==> src/rtl/ftoi_pipe.sv <==
// Two-stage float32 -> int32 converter with truncation toward zero and saturation.
// S1 classifies the operand and picks a shift amount; S2 shifts, negates and registers the result.
module ftoi_pipe (
  input  logic        clk,
  input  logic        rst,
  input  logic [31:0] x,
  input  logic        in_valid,
  output logic        in_ready,
  output logic [31:0] y,
  output logic        ovf,
  output logic        inexact,
  output logic        out_valid,
  input  logic        out_ready
);

  typedef enum logic [2:0] {
    C_SMALL,
    C_RSH,
    C_LSH,
    C_SAT,
    C_MIN
  } cls_t;

  logic [7:0]  w_e;
  logic [22:0] w_m;
  logic        w_sign;
  cls_t        w_cls;
  logic [4:0]  w_shamt;
  logic        w_s2_load;

  logic        r_s1_valid;
  cls_t        r_s1_cls;
  logic        r_s1_sign;
  logic [23:0] r_s1_sig;
  logic [4:0]  r_s1_shamt;
  logic        r_s1_tiny_inexact;

  logic        r_s2_valid;
  logic [31:0] r_y;
  logic        r_ovf;
  logic        r_inexact;

  assign w_e = x[30:23];
  assign w_m = x[22:0];

  assign w_s2_load = !r_s2_valid || out_ready;
  assign in_ready  = !r_s1_valid || w_s2_load;

  // NaN saturates positive whatever its sign bit, so the sign is forced here.
  always_comb begin
    w_cls   = C_SMALL;
    w_shamt = 5'd0;
    w_sign  = x[31];
    if (w_e == 8'hFF && w_m != 23'd0) begin
      w_cls  = C_SAT;
      w_sign = 1'b0;
    end else if (w_e < 8'd127) begin
      w_cls = C_SMALL;
    end else if (w_e <= 8'd150) begin
      w_cls   = C_RSH;
      w_shamt = 5'(8'd150 - w_e);
    end else if (w_e <= 8'd157) begin
      w_cls   = C_LSH;
      w_shamt = 5'(w_e - 8'd150);
    end else if (x == 32'hCF00_0000) begin
      w_cls = C_MIN;
    end else begin
      w_cls = C_SAT;
    end
  end

  always_ff @(posedge clk) begin
    if (rst) begin
      r_s1_valid        <= 1'b0;
      r_s1_cls          <= C_SMALL;
      r_s1_sign         <= 1'b0;
      r_s1_sig          <= 24'd0;
      r_s1_shamt        <= 5'd0;
      r_s1_tiny_inexact <= 1'b0;
    end else if (in_ready) begin
      r_s1_valid <= in_valid;
      if (in_valid) begin
        r_s1_cls          <= w_cls;
        r_s1_sign         <= w_sign;
        r_s1_sig          <= {1'b1, w_m};
        r_s1_shamt        <= w_shamt;
        r_s1_tiny_inexact <= |x[30:0];
      end
    end
  end

  logic [31:0] w_ext;
  logic [31:0] w_mask;
  logic [31:0] w_mag;
  logic [31:0] w_res;
  logic        w_ovf;
  logic        w_inexact;

  assign w_ext  = {8'd0, r_s1_sig};
  assign w_mask = (32'd1 << r_s1_shamt) - 32'd1;

  always_comb begin
    w_mag     = 32'd0;
    w_res     = 32'd0;
    w_ovf     = 1'b0;
    w_inexact = 1'b0;
    case (r_s1_cls)
      C_SMALL: w_inexact = r_s1_tiny_inexact;
      C_RSH: begin
        w_mag     = w_ext >> r_s1_shamt;
        w_inexact = |(w_ext & w_mask);
        w_res     = r_s1_sign ? (32'd0 - w_mag) : w_mag;
      end
      C_LSH: begin
        w_mag = w_ext << r_s1_shamt;
        w_res = r_s1_sign ? (32'd0 - w_mag) : w_mag;
      end
      C_MIN: w_res = 32'h8000_0000;
      C_SAT: begin
        w_res = r_s1_sign ? 32'h8000_0000 : 32'h7FFF_FFFF;
        w_ovf = 1'b1;
      end
      default: w_res = 32'd0;
    endcase
  end

  // Output registers only move when a new result enters, so they hold under stall.
  always_ff @(posedge clk) begin
    if (rst) begin
      r_s2_valid <= 1'b0;
      r_y        <= 32'd0;
      r_ovf      <= 1'b0;
      r_inexact  <= 1'b0;
    end else if (w_s2_load) begin
      r_s2_valid <= r_s1_valid;
      if (r_s1_valid) begin
        r_y       <= w_res;
        r_ovf     <= w_ovf;
        r_inexact <= w_inexact;
      end
    end
  end

  assign y         = r_y;
  assign ovf       = r_ovf;
  assign inexact   = r_inexact;
  assign out_valid = r_s2_valid;

endmodule

==> config.mk <==
export PLATFORM = sky130hd
export DESIGN_NAME = ftoi_pipe
export DESIGN_NICKNAME = d
export VERILOG_FILES = /design/src/rtl/ftoi_pipe.sv
export SDC_FILE = /design/constraint.sdc
export NUM_CORES = 1
export LEC_CHECK = 0
export ABC_AREA = 1
export CAP_MARGIN = 5
export CORE_ASPECT_RATIO = 1.25
export CORE_MARGIN = 5
export CORE_UTILIZATION = 46
export DETAILED_ROUTE_END_ITERATION = 12
export PLACE_DENSITY = 0.74
export SLEW_MARGIN = 10
export SYNTH_ARGS = -nofsm -noshare
export SYNTH_HDL_FRONTEND = slang
export SYNTH_SLANG_ARGS = --single-unit
==> constraint.sdc <==
create_clock -name clk -period 3 [get_ports clk]
set_input_delay 0.9 -clock clk [delete_from_list [all_inputs] [get_ports clk]]
set_output_delay 0.9 -clock clk [all_outputs]
set_load 0.05 [all_outputs]
==> reports/summary.txt, run 1 <==
Clk pin slew, worst setup/hold paths -> 0.07 ns
Post-synth EDFFs -> 0
Seq/Total Area, Yosys -> 18.0%
DPL Wire Length -> 26700 um
area of the multi-input gates -> 0.00571 mm2
post-route ant nets -> 0
P_leak -> 4.43 nW
most common cell after layout, fill and taps aside -> nand2_1
CORE AREA -> 0.0168 mm2
Setup WS pre-CTS -> 0.0645 ns
Post-CTS Setup Bufs -> 0
worst r2r path cells -> 17
hold_sp -> y[4]
input/output buffers -> 71
CTS sink count -> 70
Hold WC Path Type -> reg2reg
Die H -> 156 um
WS Path Type -> reg2reg
site row count -> 53
Nets -> 1592
Layout area overhead -> 21.1%
Tcrit/Tclk final -> 93.8%
GR Overflow Total -> 0
MaxCap Viol Count -> 0
share of synthesized cell area in full adder, half adder and majority cells -> 1.60%
Synth Area in XOR/XNOR -> 0.224%
Setup Viol. Count Final -> 0
DR WL/cell -> 19.0 um
maximum vdd ir drop -> 0.249 mV
Remaining DRCs -> 0
CP startpoint kind -> flop
first-pass GRT wire length -> 51900 um
number of buffers created by CTS -> 9
via count -> 10422
Max Slew Vio Count -> 0
fmax -> 355 MHz
R2R Setup Slk -> 0.19 ns
status -> complete, no violations
synthesized area -> 0.00780 mm2
fraction of the mapped netlist area in simple logic gates -> 58.7%
Post-synth top flop -> dfxtp_1
Hold Crit Endpoint -> y[4]
vias in the first global route -> 9465
initial core utilization -> 46.5%
Netlist cell types -> 47
Post-CTS Hold Buffers -> 0
Design Power -> 3.88 mW
Total GRT Usage -> 33.4%
CTS tree -> built
post-synthesis compound-gate area fraction -> 12.2%
synthesized instance count -> 1458
reg2reg end -> y[28]
hold path cells -> 2
WHS -> 0.462 ns
main combinational cell family by area after synthesis -> simple AND/OR/NAND/NOR gates
R2R Path Start -> r_s1_shamt[3]
DR vias/cell -> 5.88
Required @ worst endpoint -> 3.21 ns
final hold violations -> 0
diode count -> 0
First DRT Iteration DRCs -> 1301
H-tree depth -> 3
flops & latches, synth -> 70
Reg area -> 0.00140 mm2
Mean Syn Cell Area -> 5.35 um2
critical path arrival -> 3.03 ns
worst-margin pin slew -> 0.738 ns
Mapped Nets -> 1504
commonest non-fill, non-tap cells in the layout -> nand2_1 (471), nand3_1 (318), nor2_1 (153)
mux contribution to synthesized area -> 0%
CP Max Fanout -> 5
Worst-Skew Late Latency -> 0.35 ns
pwr dens -> 411 mW/mm2
Ys Warns -> 0
GPL Wtd Cong -> 1.02
Crit. End Element -> flop
Chip Width -> 127 um
final worst slack -> 0.187 ns
Setup TNS Final -> 0 ns
drt pass-1 iters -> 6
pin count of the biggest net entering global routing -> 46
Slew headroom -> 50.7%
asr flop ratio synth -> 0%
fin crit period -> 2.81 ns
CTS max path bufs -> 2
Ports -> 72
die footprint -> 0.0197 mm2
clock skew -> 0.0131 ns
CTS Root Cell -> clkbuf_16
Fillers -> 1795
initial antenna violation count -> 0
RSZ-0062 raised after global routing -> false
final WL -> 33600 um
share of post-route cells with drive strength above 1 -> 10.6%
## power by group
group | switching [mW] | leakage (nW) | internal (mW)
registers | 0.0530 | 0.574 | 0.975
logic | 1.12 | 3.71 | 0.537
clock network | 0.456 | 0.154 | 0.748
## worst max-delay path by stage
| stage | from | cells after the start | to | slack (ns) |
|---|---|---|---|---|
| after floorplan | out_ready | 7 | r_s1_shamt[2] | 0.59 |
| after global placement | x[30] | 8 | r_s1_cls[1] | 0.08 |
| after detailed placement | x[16] | 12 | r_s1_shamt[2] | 0.06 |
| after CTS | r_s1_shamt[0] | 18 | y[25] | 0.19 |
| after global routing | r_s1_shamt[0] | 19 | inexact | 0.0003 |
| final | r_s1_shamt[3] | 17 | y[28] | 0.19 |
## sequential cells by signal (all words and copies together) (netlist names), 3 cells and up
signal,count
y,32
r_s1_sig,24
r_s1_shamt,5
r_s1_cls,3
## timing repair
item,CTS,global route
endpoints found under the hold margin,0,0
setup endpoints to repair,0,13
resized for setup,0,9
## final cells by class
| type | count | share of cell area (%) |
|---|---|---|
| inverters | 94 | 3.76 |
| flip-flops and latches | 70 | 14.9 |
| well taps | 220 | 2.91 |
| clock inverters | 6 | 0.900 |
| repair buffers | 149 | 14.6 |
| clock buffers | 10 | 2.53 |
| multi-input cells | 1222 | 60.5 |
## critical path, stage by stage, from the launching register on
cell,delay (ns)
dfxtp_1,0.52
inv_2,0.12
nand2_2,0.12
nor2_2,0.07
buf_4,0.16
nand3_1,0.09
nand2_1,0.06
nor2_1,0.19
nand2_1,0.19
nor2_2,0.20
nand2_1,0.09
nor2_2,0.19
nand4_1,0.18
a21oi_2,0.16
buf_4,0.15
nand2_1,0.06
nand2_1,0.05
a21oi_1,0.07
## synth_stat cells (8+ instances only)
| cell | number | area share, % |
|---|---|---|
| a21oi_1 | 76 | 4.9 |
| ha_1 | 10 | 1.6 |
| clkbuf_1 | 28 | 1.3 |
| buf_2 | 23 | 1.5 |
| o21ai_1 | 10 | 0.64 |
| nand3_2 | 9 | 1.2 |
| nor3_1 | 13 | 0.83 |
| inv_1 | 78 | 3.8 |
| nand2_1 | 473 | 23 |
| nor2_2 | 16 | 1.3 |
| dfxtp_1 | 70 | 18 |
| nand4_1 | 15 | 1.2 |
| nand3b_1 | 8 | 0.77 |
| nand3_1 | 320 | 21 |
| o21ai_0 | 62 | 4.0 |
| inv_2 | 11 | 0.53 |
| nor2_1 | 154 | 7.4 |
## through the flow
step / cell area, um2 / instances / utilization, %
floorplan: 7800 / 1458 / -
global placement: 9090 / 1755 / 54.2
detailed placement: 9090 / 1755 / 54.2
CTS: 9410 / 1771 / 56.1
global route: 9450 / 1771 / 56.3
finish: 9450 / 1771 / 56.3
## logic make-up (layout without fill, tap and decap cells)
group	after synthesis	in the layout
adder cells (fa/ha/maj)	10	10
XOR/XNOR	2	2
flip-flops	70	70
AND/OR/NAND/NOR	1035	1035
buffers and inverters	166	259
AO/OA/AOI/OAI	175	175
## layer usage
metal | global-route usage [%] | up-vias | share of wire (%)
met1 | 39.9 | 4724 | 39
li1 | - | 5032 | -
met4 | 19.9 | 0 | 6.8
met3 | 4.79 | 132 | 6.7
met2 | 56.6 | 534 | 48
met5 | 0 | - | 0
(Power assumes the default switching activity.)
==> run 2, diff against run 1 <==
--- a/config.mk
+++ b/config.mk
@@ -5,13 +5,14 @@
 export SDC_FILE = /design/constraint.sdc
 export NUM_CORES = 1
 export LEC_CHECK = 0
-export ABC_AREA = 1
+export ABC_AREA = 0
 export CAP_MARGIN = 5
 export CORE_ASPECT_RATIO = 1.25
 export CORE_MARGIN = 5
 export CORE_UTILIZATION = 46
 export DETAILED_ROUTE_END_ITERATION = 12
-export PLACE_DENSITY = 0.74
+export PLACE_DENSITY = 0.73
+export REMOVE_ABC_BUFFERS = 1
 export SLEW_MARGIN = 10
 export SYNTH_ARGS = -nofsm -noshare
 export SYNTH_HDL_FRONTEND = slang
==> reports/summary.txt, run 2 <==
status -> finished with violations
failing checks -> setup timing
synth top area cells -> dfxtp_1 (16%), mux4_2 (9.8%), nand2_1 (6.8%)
Setup Viol. Count Final -> 28 (+28)
Max Slew Vio Count -> 0 (unchanged)
final hold violations -> 0 (unchanged)
post-route cell area -> 0.0144 mm2 (+53%)
Synth area leader -> dfxtp_1
cell family with most CP delay -> compound AO/OA/AOI/OAI gates
Worst-Skew Late Latency -> 0.36 ns (about the same)
Post-synth EDFFs -> 0 (unchanged)
Gate power share -> 54.7% (+12 points)
Flop pwr share -> 22.0% (-4.5 points)
Layout area overhead -> 60.9%
via count -> 11899 (+14%)
vias in the first global route -> 11377 (+20%)
synthesized instance count -> 1182 (-19%)
CORE AREA -> 0.0193 mm2 (+15%)
DR vias/cell -> 6.39 (+8.5%)
critical path arrival -> 3.92 ns (+0.89 ns)
final WL -> 47100 um (+40%)
Fillers -> 1395 (-22%)
CTS Root Cell -> clkbuf_16
Ports -> 72 (unchanged)
max incr delay on CP -> 0.41 ns (-0.11 ns)
Sw Share -> 40.7% (-1.2 points)
area of the multi-input gates -> 0.00786 mm2 (+38%)
site row count -> 57 (+7.5%)
commonest non-fill, non-tap cells in the layout -> buf_4 (405), nand2_1 (158), nor2_1 (88)
WS Path Type -> reg2reg
input/output buffers -> 71 (unchanged)
DR WL/cell -> 25.3 um (+33%)
Nets -> 1639 (+3.0%)
Slew headroom -> 42.8% (-7.9 points)
Clk pin slew, worst setup/hold paths -> 0.07 ns (about the same)
clock power share -> 23.3% (-7.7 points)
fmax -> 274 MHz (-23%)
CTS tree -> built
Die H -> 166 um (+6.7%)
drt pass-1 iters -> 6 (unchanged)
P_leak -> 5.81 nW (+31%)
GR peak layer -> met2
critical path's slowest cell -> dfxtp_4
placed cell areas -> 0.0126 mm2 (+38%)
Required @ worst endpoint -> 3.27 ns (+0.06 ns)
met2 Resource Use GR -> 64.5% (+7.9 points)
Mean Syn Cell Area -> 7.58 um2 (+42%)
pwr dens -> 320 mW/mm2 (-22%)
Seq/Total Area, Yosys -> 15.6% (-2.3 points)
most common cell in the netlist -> nand2_1
Total GRT Usage -> 39.3% (+6.0 points)
GR Overflow Total -> 0 (unchanged)
switching pwr -> 1.88 mW (+16%)
initial core utilization -> 46.4% (-0.14 points)
CP bufs+invs -> 3 (unchanged)
flops & latches, synth -> 70 (unchanged)
synthesized area -> 0.00896 mm2 (+15%)
DPL Wire Length -> 34800 um (+30%)
most common cell after layout, fill and taps aside -> buf_4
non-filler cells, final -> 1863 (+5.2%)
share of post-route cells with drive strength above 1 -> 42.9% (+32 points)
final worst slack -> -0.652 ns (-0.838 ns)
H-tree depth -> 3 (unchanged)
Tcrit/Tclk final -> 122% (+28 points)
CTS max path bufs -> 2 (unchanged)
Post-CTS Hold Buffers -> 0 (unchanged)
placed cells -> 1787 (+1.8%)
met1 Use GR -> 44.8% (+4.9 points)
Final Util -> 74.6% (+18 points)
Ys Warns -> 0 (unchanged)
diode count -> 0 (unchanged)
maximum vdd ir drop -> 0.310 mV (+25%)
Netlist cell types -> 93 (+98%)
Setup TNS Final -> -10.10 ns (-10.10 ns)
First DRT Iteration DRCs -> 1254 (-3.6%)
die footprint -> 0.0224 mm2 (+14%)
crit-path cells -> buf_12 -> buf_4 -> mux4_2 -> nor2_1 -> a31oi_4 -> a221oi_4 -> ha_2 -> nor4b_4 -> nand4b_4 -> buf_4 -> o41ai_4 -> xnor2_2 -> nand2_1 -> a221oi_2
Crit. End Element -> flop
Chip Width -> 135 um (+6.6%)
Setup WS pre-CTS -> -0.863 ns (-0.927 ns)
worst-margin pin slew -> 0.856 ns (+0.118 ns)
fin crit period -> 3.65 ns (+0.838 ns)
pin count of the biggest net entering global routing -> 63 (+37%)
asr flop ratio synth -> 0% (unchanged)
Post-synth top flop -> dfxtp_1
MaxCap Viol Count -> 0 (unchanged)
CTS sink count -> 70 (unchanged)
crit-path most repeated cell -> buf_4
Post-synth top cells -> nand2_1 (163), nor2_1 (98), a21oi_1 (93)
RSZ-0062 raised after global routing -> true
post-route ant nets -> 0 (unchanged)
GPL Wtd Cong -> 1.12 (+9.3%)
cell-internal power -> 2.74 mW (+21%)
Reg area -> 0.00142 mm2 (+0.80%)
clock skew -> 0.00854 ns (-0.00457 ns)
max FFs per register -> 32 (unchanged)
Remaining DRCs -> 0 (unchanged)
number of buffers created by CTS -> 9 (unchanged)
top cell type's share of synthesized area -> 15.6% (-7.1 points)
GR Layer Usage met3 -> 6.82% (+2.0 points)
initial antenna violation count -> 0 (unchanged)
CP startpoint kind -> flop
CP Max Fanout -> 7 (+2)
Hold WC Path Type -> reg2reg
first-pass GRT wire length -> 67800 um (+30%)
-- run 2: cell count changes in the layout (fill, tap and decap cells not counted), sizes merged, moves of 16 or more --
cell / previous run / this run
buf: 80 / 455
nand2: 483 / 163
nand3: 329 / 30
inv: 90 / 12
nor2: 175 / 99
mux2i: 0 / 54
mux4: 0 / 39
mux2: 0 / 37
nand2b: 0 / 24
xnor2: 1 / 24
a22oi: 1 / 23
xor2: 1 / 22
o31ai: 2 / 18
-- run 2: layer usage --
| layer | up-vias | share of wire (%) |
|---|---|---|
| li1 | 5271 | - |
| met1 | 5580 | 36 |
| met2 | 783 | 46 |
| met3 | 265 | 8.0 |
| met4 | 0 | 10 |
| met5 | - | 0 |
-- run 2: power by group through the flow --
stage	logic, mW	registers, mW	clock network (mW)
3_3_place_gp	1.91	1.04	0
4_1_cts	2.19	1.01	1.08
6_report	2.53	1.02	1.07
5_1_grt	2.64	1.02	1.11
3_5_place_dp	1.92	1.04	0
2_1_floorplan	0.844	1.09	0
-- run 2: area by class of cell --
| cell class | count | area share, % |
|---|---|---|
| Multi-Input combinational cell | 975 | 54.5 |
| Timing Repair Buffer | 524 | 31.0 |
| Sequential cell | 70 | 9.81 |
| Tap cell | 265 | 2.30 |
| Clock buffer | 10 | 1.66 |
| Inverter | 13 | 0.338 |
| Clock inverter | 6 | 0.321 |
-- run 2: worst reg2reg max path, cell delays in order (launching register included) --
cell and delay, ns:
dfxtp_4 0.41, buf_12 0.16, buf_4 0.12, mux4_2 0.29, nor2_1 0.28, a31oi_4 0.11, a221oi_4 0.33, ha_2 0.23
nor4b_4 0.27, nand4b_4 0.20, buf_4 0.19, o41ai_4 0.35, xnor2_2 0.25, nand2_1 0.14, a221oi_2 0.24
-- run 2: what timing repair did --
item,4_1_cts,5_1_grt
resized for setup,111,109
gates cloned,0,0
pin swaps,50,62
setup endpoints to repair,34,35
hold endpoints to repair,0,0
setup buffers,36,27
-- run 2: through the flow --
stage / total power, mW / hold slack, ns
floorplan: 1.93 / 0.468
global placement: 2.95 / 0.442
detailed placement: 2.96 / 0.445
CTS: 4.28 / 0.454
global route: 4.77 / 0.478
finish: 4.62 / 0.452
-- run 2: final timing paths --
| check | startpoint | endpoint | slack [ns] | depth (start not counted) |
|---|---|---|---|---|
| worst max-delay path | r_s1_shamt[1] | y[22] | -0.65 | 14 |
| worst min-delay path | y[13] | y[13] | 0.45 | 2 |
| worst max register to register | r_s1_shamt[1] | y[22] | -0.65 | 14 |
| worst min register to register | y[13] | y[13] | 0.45 | 2 |
-- run 2: cells by family after synthesis --
group                      Yosys count  synth area share [%]
buffers and inverters              137                  7.04
and+or+nand+nor                    426                  22.6
muxes                              130                  20.5
adders and majority gates           10                  1.40
DFF                                 70                  15.6
xor gates and xnor gates            46                  4.49
AOI/OAI and AO/OA                  363                  28.4
